<file path="src/rtl/tx_pulse_delay.sv">
// tx_pulse_delay: per-element transmit firing. On fire, waits a latched delay,
// then drives N bipolar cycles (pulse_p half, dead, pulse_n half, dead) and
// strobes done. All outputs are registered.
//
// state    | meaning
// ---------+------------------------------------------------------------
// S_IDLE   | waiting for fire; latches delay/half_period/num_cycles
// S_WAIT   | counting down the firing delay
// S_POS    | pulse_p high for H cycles
// S_DEAD_A | both drives low for DEAD_TIME cycles
// S_NEG    | pulse_n high for H cycles
// S_DEAD_B | both drives low for DEAD_TIME cycles, then next cycle or finish
// S_FINISH | one-cycle done strobe, busy low
module tx_pulse_delay #(
    parameter int DELAY_WIDTH  = 8,
    parameter int HALF_WIDTH   = 4,
    parameter int CYCLES_WIDTH = 4,
    parameter int DEAD_TIME    = 1
) (
    input  logic                    clk,
    input  logic                    reset,
    input  logic                    fire,
    input  logic                    abort,
    input  logic [DELAY_WIDTH-1:0]  delay,
    input  logic [HALF_WIDTH-1:0]   half_period,
    input  logic [CYCLES_WIDTH-1:0] num_cycles,
    output logic                    pulse_p,
    output logic                    pulse_n,
    output logic                    busy,
    output logic                    done
);

    localparam int DT_W = (DEAD_TIME > 1) ? $clog2(DEAD_TIME) : 1;
    localparam logic [DT_W-1:0] DT_LOAD = (DEAD_TIME > 0) ? DT_W'(DEAD_TIME - 1) : '0;

    typedef enum logic [2:0] {
        S_IDLE,
        S_WAIT,
        S_POS,
        S_DEAD_A,
        S_NEG,
        S_DEAD_B,
        S_FINISH
    } state_t;

    state_t                  r_state;
    logic [DELAY_WIDTH-1:0]  r_dly_cnt;
    logic [HALF_WIDTH-1:0]   r_half_cnt;
    logic [DT_W-1:0]         r_dead_cnt;
    logic [CYCLES_WIDTH-1:0] r_cyc_cnt;
    logic [HALF_WIDTH-1:0]   r_h;
    logic [CYCLES_WIDTH-1:0] r_n;
    logic                    r_pulse_p;
    logic                    r_pulse_n;
    logic                    r_busy;
    logic                    r_done;

    logic [HALF_WIDTH-1:0]   w_half_in;
    logic [CYCLES_WIDTH:0]   w_cyc_inc;
    logic                    w_last_cycle;

    // Half-period of zero behaves as one; last-cycle test done one bit wider
    // so a full-scale num_cycles cannot wrap.
    always_comb begin
        w_half_in    = (half_period == '0) ? HALF_WIDTH'(1) : half_period;
        w_cyc_inc    = {1'b0, r_cyc_cnt} + (CYCLES_WIDTH+1)'(1);
        w_last_cycle = (w_cyc_inc >= {1'b0, r_n});
    end

    // Sequencer: reset over abort over fire; every output is a register.
    always_ff @(posedge clk) begin
        if (reset) begin
            r_state    <= S_IDLE;
            r_dly_cnt  <= '0;
            r_half_cnt <= '0;
            r_dead_cnt <= '0;
            r_cyc_cnt  <= '0;
            r_h        <= '0;
            r_n        <= '0;
            r_pulse_p  <= 1'b0;
            r_pulse_n  <= 1'b0;
            r_busy     <= 1'b0;
            r_done     <= 1'b0;
        end else if (abort && (r_state != S_IDLE)) begin
            r_state    <= S_IDLE;
            r_dly_cnt  <= '0;
            r_half_cnt <= '0;
            r_dead_cnt <= '0;
            r_cyc_cnt  <= '0;
            r_pulse_p  <= 1'b0;
            r_pulse_n  <= 1'b0;
            r_busy     <= 1'b0;
            r_done     <= 1'b0;
        end else begin
            case (r_state)
                S_IDLE: begin
                    r_done <= 1'b0;
                    if (fire) begin
                        r_h       <= w_half_in;
                        r_n       <= num_cycles;
                        r_cyc_cnt <= '0;
                        if (delay != '0) begin
                            r_state   <= S_WAIT;
                            r_dly_cnt <= delay - DELAY_WIDTH'(1);
                            r_busy    <= 1'b1;
                        end else if (num_cycles == '0) begin
                            r_state <= S_FINISH;
                            r_done  <= 1'b1;
                            r_busy  <= 1'b0;
                        end else begin
                            r_state    <= S_POS;
                            r_half_cnt <= w_half_in - HALF_WIDTH'(1);
                            r_pulse_p  <= 1'b1;
                            r_busy     <= 1'b1;
                        end
                    end
                end
                S_WAIT: begin
                    if (r_dly_cnt == '0) begin
                        if (r_n == '0) begin
                            r_state <= S_FINISH;
                            r_done  <= 1'b1;
                            r_busy  <= 1'b0;
                        end else begin
                            r_state    <= S_POS;
                            r_half_cnt <= r_h - HALF_WIDTH'(1);
                            r_pulse_p  <= 1'b1;
                        end
                    end else begin
                        r_dly_cnt <= r_dly_cnt - DELAY_WIDTH'(1);
                    end
                end
                S_POS: begin
                    if (r_half_cnt == '0) begin
                        r_pulse_p <= 1'b0;
                        if (DEAD_TIME == 0) begin
                            r_state    <= S_NEG;
                            r_half_cnt <= r_h - HALF_WIDTH'(1);
                            r_pulse_n  <= 1'b1;
                        end else begin
                            r_state    <= S_DEAD_A;
                            r_dead_cnt <= DT_LOAD;
                        end
                    end else begin
                        r_half_cnt <= r_half_cnt - HALF_WIDTH'(1);
                    end
                end
                S_DEAD_A: begin
                    if (r_dead_cnt == '0) begin
                        r_state    <= S_NEG;
                        r_half_cnt <= r_h - HALF_WIDTH'(1);
                        r_pulse_n  <= 1'b1;
                    end else begin
                        r_dead_cnt <= r_dead_cnt - DT_W'(1);
                    end
                end
                S_NEG: begin
                    if (r_half_cnt == '0) begin
                        r_pulse_n <= 1'b0;
                        if (DEAD_TIME == 0) begin
                            r_cyc_cnt <= w_cyc_inc[CYCLES_WIDTH-1:0];
                            if (w_last_cycle) begin
                                r_state <= S_FINISH;
                                r_done  <= 1'b1;
                                r_busy  <= 1'b0;
                            end else begin
                                r_state    <= S_POS;
                                r_half_cnt <= r_h - HALF_WIDTH'(1);
                                r_pulse_p  <= 1'b1;
                            end
                        end else begin
                            r_state    <= S_DEAD_B;
                            r_dead_cnt <= DT_LOAD;
                        end
                    end else begin
                        r_half_cnt <= r_half_cnt - HALF_WIDTH'(1);
                    end
                end
                S_DEAD_B: begin
                    if (r_dead_cnt == '0) begin
                        r_cyc_cnt <= w_cyc_inc[CYCLES_WIDTH-1:0];
                        if (w_last_cycle) begin
                            r_state <= S_FINISH;
                            r_done  <= 1'b1;
                            r_busy  <= 1'b0;
                        end else begin
                            r_state    <= S_POS;
                            r_half_cnt <= r_h - HALF_WIDTH'(1);
                            r_pulse_p  <= 1'b1;
                        end
                    end else begin
                        r_dead_cnt <= r_dead_cnt - DT_W'(1);
                    end
                end
                S_FINISH: begin
                    r_state <= S_IDLE;
                    r_done  <= 1'b0;
                    r_busy  <= 1'b0;
                end
                default: begin
                    r_state   <= S_IDLE;
                    r_pulse_p <= 1'b0;
                    r_pulse_n <= 1'b0;
                    r_busy    <= 1'b0;
                    r_done    <= 1'b0;
                end
            endcase
        end
    end

    assign pulse_p = r_pulse_p;
    assign pulse_n = r_pulse_n;
    assign busy    = r_busy;
    assign done    = r_done;

endmodule

</file>
<file path="config.mk">
export PLATFORM = sky130hd
export DESIGN_NAME = tx_pulse_delay
export DESIGN_NICKNAME = d
export VERILOG_FILES = /design/src/rtl/tx_pulse_delay.sv
export SDC_FILE = /design/constraint.sdc
export NUM_CORES = 1
export LEC_CHECK = 0
export BUFFER_PORTS_ARGS = -buffer_cell sky130_fd_sc_hd__buf_2
export CAP_MARGIN = 0
export CORE_AREA = 2 2 68 70
export DETAILED_ROUTE_END_ITERATION = 8
export DIE_AREA = 0 0 70 72
export PLACE_DENSITY = 0.69
export SLEW_MARGIN = 5
export SYNTH_ARGS = -nofsm -noshare
export SYNTH_HDL_FRONTEND = slang
export SYNTH_SLANG_ARGS = --single-unit
</file>
<file path="constraint.sdc">
create_clock -name clk -period 3.9 [get_ports clk]
set_input_delay 0.195 -clock clk [delete_from_list [all_inputs] [get_ports clk]]
set_output_delay 0.195 -clock clk [all_outputs]
set_load 0.03 [all_outputs]
</file>
Word level (Yosys, flattened, before mapping)
Cells that the tools add are included.
- register bits: 32
- latch bits: 0
- memory bits (writable): 0
- memory bits (read-only): 0
- memories: 0
- add/subtract/negate cells: 7
- $mul: 0
- divide/modulo/power cells: 0
- magnitude comparators: 1
- eq/ne operators: 22
- shifts and indexed selects: 0
- multiplexer cells: 58
- bitwise gates (word level): 4
- reductions and logical operators: 29
- operators with widths (kind ; number):
    $mux 4 ; 12
    $mux 3 ; 10
    $ne 2x2->1 const B ; 15
    $mux 1 ; 24
    $mux 8 ; 3
    $pmux 4 s5 ; 1
    $pmux 3 s6 ; 1
    $logic_not 4->1 ; 4
    $pmux 8 s2 ; 1
    $sub 8x1->8 const B ; 2
    $reduce_and 6->1 ; 2
    $sub 4x1->4 const B ; 3
    $reduce_and 10->1 ; 1
    $eq 3x3->1 const B ; 3
    $reduce_and 3->1 ; 3
    $reduce_and 9->1 ; 1
    $logic_not 8->1 ; 1
    $pmux 1 s4 ; 2
    $pmux 4 s2 ; 1
    $reduce_bool 8->1 ; 1
    $eq 3x2->1 const B ; 2
    $reduce_bool 2->1 ; 3
    $reduce_or 2->1 ; 3
    $reduce_or 3->1 ; 2
    other kinds (17) ; 20

Depth between registers and ports, before layout
- depth in word-level cells: 7
- mapped depth: 10
- depth with buffers taken out: 9

Least setup slack after synthesis
OpenSTA, ideal clock, no wires.
- kind: reg-to-reg
- start: reg r_state[0]
- end: reg r_dly_cnt[6]
- data arrival time: 2.000 ns
- setup slack: 1.830 ns
- stages on the path, launching flop included: 11
- buffers on the path: 1
- cell sequence: dfxtp_1 > inv_1 > nor3_1 > clkbuf_1 > mux2i_1 > ha_1 > nand2_1 > xor2_1 > o21ai_0 > nand2_1 > a21oi_1
- word-level cells in the longest chain between the ends: 3
- RTL lines (element ; line ; source):
    from (decl) ; 46 ; state_t r_state;
    from (signal assigned) ; 73 ; r_state <= S_IDLE;
    from (signal assigned) ; 85 ; r_state <= S_IDLE;
    from (signal assigned) ; 103 ; r_state <= S_WAIT;
    $eq 3x1->1 (tied with other cells) ; 95 ; case (r_state)
    $ne 2x2->1 (no source line) (tied with other cells) ; -- ;
    $reduce_and 4->1 (no source line) / $reduce_or 2->1 (equally long branches) ; -- ;
    to (signal assigned) ; 104 ; r_dly_cnt <= delay - DELAY_WIDTH'(1);
    to (signal assigned) ; 130 ; r_dly_cnt <= r_dly_cnt - DELAY_WIDTH'(1);
    to (decl) ; 47 ; logic [DELAY_WIDTH-1:0] r_dly_cnt;
Several ways; a longest one is shown, not always the timed one.
A chain may end at the register's enable or synchronous reset.

Final worst setup path
Same ends and word-level chain as after synthesis.

==> results.sh <==
export IMPL_setup_worst_path_start_class="register"
export IMPL_num_fill_cells=433
export IMPL_comb_power_share=0.506
export IMPL_synthesis_area_per_instance_um2=7.358
export IMPL_final_common_cell="nand2_1"
export IMPL_grt_max_degree=31
export IMPL_rsz0062_at_grt="no"
export IMPL_ys_ff_latch=31
export IMPL_rows=24
export IMPL_grt_pass1_vias=1956
export IMPL_pwr_share_seq=0.307
export IMPL_finalCritPeriodShare=0.7122
export IMPL_crit_top_cell="nand2_1"
export IMPL_drc_errors=0
export IMPL_wl_per_cell_um=14.49
export IMPL_synthArstFlopShare=0
export IMPL_leakagePower_nw=0.9186
export IMPL_cts_root_buf="clkbuf_8"
export IMPL_initial_core_util=0.4918
export IMPL_dp_cells=346
export IMPL_yosysUniqueCellTypes=54
export IMPL_ant_nets=0
export IMPL_cp_max_fo=20
export IMPL_finalPower_mw=1.795
export IMPL_via_per_inst=5.822
export IMPL_cp_slowest_cell="dfxtp_1"
export IMPL_core_mm2=0.004264
export IMPL_min_path_type="primary input to register"
export IMPL_power_switching_mw=0.7999
export IMPL_status="complete, no violations"
export IMPL_p_sw_frac=0.4456
export IMPL_fin_crit_ns=2.778
export IMPL_ir_drop_mv=0.2811
export IMPL_top_level_ports=24
export IMPL_cts_hold_buf=0
export IMPL_firstDrtPassIters=4
export IMPL_cts_sinks=31
export IMPL_synth_fp_nets=312
export IMPL_numCtsBuffers=5
export IMPL_cts_max_path_buffers=2
export IMPL_dp_hpwl_um=3732
export IMPL_end_kind="register"
export IMPL_pre_cts_ws_ns=1.151
export IMPL_drt_initial_drc_count=66
export IMPL_synth_ff_type="dfxtp_1"
export IMPL_ctsResizeCount=0
export IMPL_timing_final_ws_setup_ns=1.122
export IMPL_fmax_mhz=360.0
export IMPL_die_area_mm2=0.005040
export IMPL_power_density_mw_per_mm2=764.0
export IMPL_path_delay_family="flip-flops"
export IMPL_grt_pass1_wl_um=8880
export IMPL_crit_buf_inv=2
export IMPL_required_ns=4.13
export IMPL_maxCapViolCount=0
export IMPL_die_x_um=70
export IMPL_areaGrowthSynthToFinish_pct=12.05
export IMPL_p_clk_frac=0.187
export IMPL_finalSetupViolCount=0
export IMPL_wirelength_um=5131
export IMPL_overflow=0
export IMPL_syn_area_mm2=0.002097
export IMPL_drive_above_1_share=0.1490
export IMPL_final_cell_mix="37 x nand2_1, 31 x a21oi_1, 31 x dfxtp_1"
export IMPL_worstSetupPathType="register to register"
export IMPL_crit_path_cell_trace="inv_1 > nor3_1 > buf_4 > mux2i_1 > ha_1 > nand2_1 > xor2_1 > o21ai_0 > nand2_1 > a21oi_1"
export IMPL_seq_area_frac_synth=0.2959
export IMPL_p_int_mw=0.9952
export IMPL_post_cts_buffers=0
export IMPL_tightest_slew_ns=0.9356
export IMPL_timing_slew_headroom=0.3754
export IMPL_syn_instance_count=285
export IMPL_die_y_um=72
export IMPL_ys_warnings_count=0
export IMPL_critPathArrivalTime_ns=3.00
export IMPL_track_usage=0.2180
export IMPL_htreeDepth=2
export IMPL_antennaDiodeCount=0
export IMPL_port_buffers=23
export IMPL_skew_ns=0.006387
export IMPL_cts_tree="done"
export IMPL_tns_ns=0
export IMPL_routabilityCongestion=0.8625
export IMPL_antenna_found_initial=0
export IMPL_finalMaxSlewViolations=0
export IMPL_final_nets=328
export IMPL_synth_edf_count=0
export IMPL_insertion_delay_ns=0.29
export IMPL_hold_viol=0
export IMPL_num_vias=2061
export IMPL_max_stage_delay_ns=0.71
export IMPL_finalNonFillerCells=354
export IMPL_clkSlewWorstSetupHoldPaths_ns=0.07
-- stage by stage --
step                      hold slack, ns    util  area (µm²)
after global routing              0.1548  0.5511        2350
after detailed placement          0.4505  0.5235        2232
after global placement            0.4482  0.5235        2232
after CTS                         0.1393  0.5511        2350
after floorplan                   0.3310       -        2097
final                             0.1460  0.5511        2350
-- flip-flops by register name, summed over array words and instances, names as in the netlist --
name	count
pulse_n	1
r_half_cnt	4
busy	1
pulse_p	1
r_n	4
r_dly_cnt	8
r_h	4
r_state	3
done	1
r_cyc_cnt	4
-- power groups by stage --
stage | clock, mW | sequential, mW | combinational (mW)
2_1_floorplan | 0 | 0.494 | 0.761
3_3_place_gp | 0 | 0.553 | 0.900
3_5_place_dp | 0 | 0.556 | 0.903
4_1_cts | 0.345 | 0.549 | 0.907
5_1_grt | 0.358 | 0.567 | 1.03
6_report | 0.336 | 0.551 | 0.908
-- worst paths after layout --
kind / depth (start not counted) / startpoint / slack [ns] / endpoint
setup / recovery: 10 / r_state[0] / 1.12 / r_dly_cnt[6]
hold / removal: 3 / num_cycles[1] / 0.15 / r_n[1]
setup reg to reg: 10 / r_state[0] / 1.12 / r_dly_cnt[6]
hold reg to reg: 2 / r_h[2] / 0.46 / r_h[2]
-- layer usage --
layer / GRT usage / vias up / part of all wire
li1: - / 1065 / -
met1: 0.2798 / 941 / 0.47
met2: 0.3545 / 47 / 0.46
met3: 0.05139 / 8 / 0.055
met4: 0.09188 / 0 / 0.015
met5: 0 / - / 0
-- synth_stat cells, drive strengths merged, types with 4 or more instances --
| library cell | count | area, µm² |
|---|---|---|
| a31oi | 4 | 25.02 |
| nand3 | 8 | 40.04 |
| nor4 | 6 | 43.79 |
| mux2i | 6 | 60.06 |
| dfxtp | 31 | 620.6 |
| nor3 | 13 | 65.06 |
| o21ai | 23 | 115.1 |
| nor2 | 30 | 112.6 |
| ha | 7 | 87.58 |
| inv | 6 | 22.52 |
| xnor2 | 4 | 35.03 |
| or3 | 4 | 30.03 |
| a21oi | 32 | 163.9 |
| nand2 | 37 | 138.9 |
| nand2b | 5 | 31.28 |
| clkbuf | 13 | 48.80 |
-- worst min-delay path, stage by stage --
cell	delay (ns)
buf_2	0.10
nand2_1	0.05
a21oi_1	0.05
-- final cells by class --
cell class,count,area (µm²),share of cell area
Clock buffer,6,82.58,0.03514
Clock inverter,2,35.03,0.01491
Inverter,6,22.52,0.009585
Multi-Input combinational cell,232,1394,0.5932
Sequential cell,31,620.6,0.2641
Tap cell,52,65.06,0.02769
Timing Repair Buffer,25,130.1,0.05538
-- cells by family (layout without fill, tap and decap cells) --
group	count (synthesis)	count (layout)	share of synthesized area
and+or+nand+nor	121	121	0.2918
AOI/OAI and AO/OA	87	87	0.2524
DFF	31	31	0.2959
buffers and inverters	22	39	0.03938
muxes	9	9	0.04475
adders and majority gates	8	8	0.04654
xor gates and xnor gates	7	7	0.02924
Note: power is estimated with default switching activity, not from simulation.
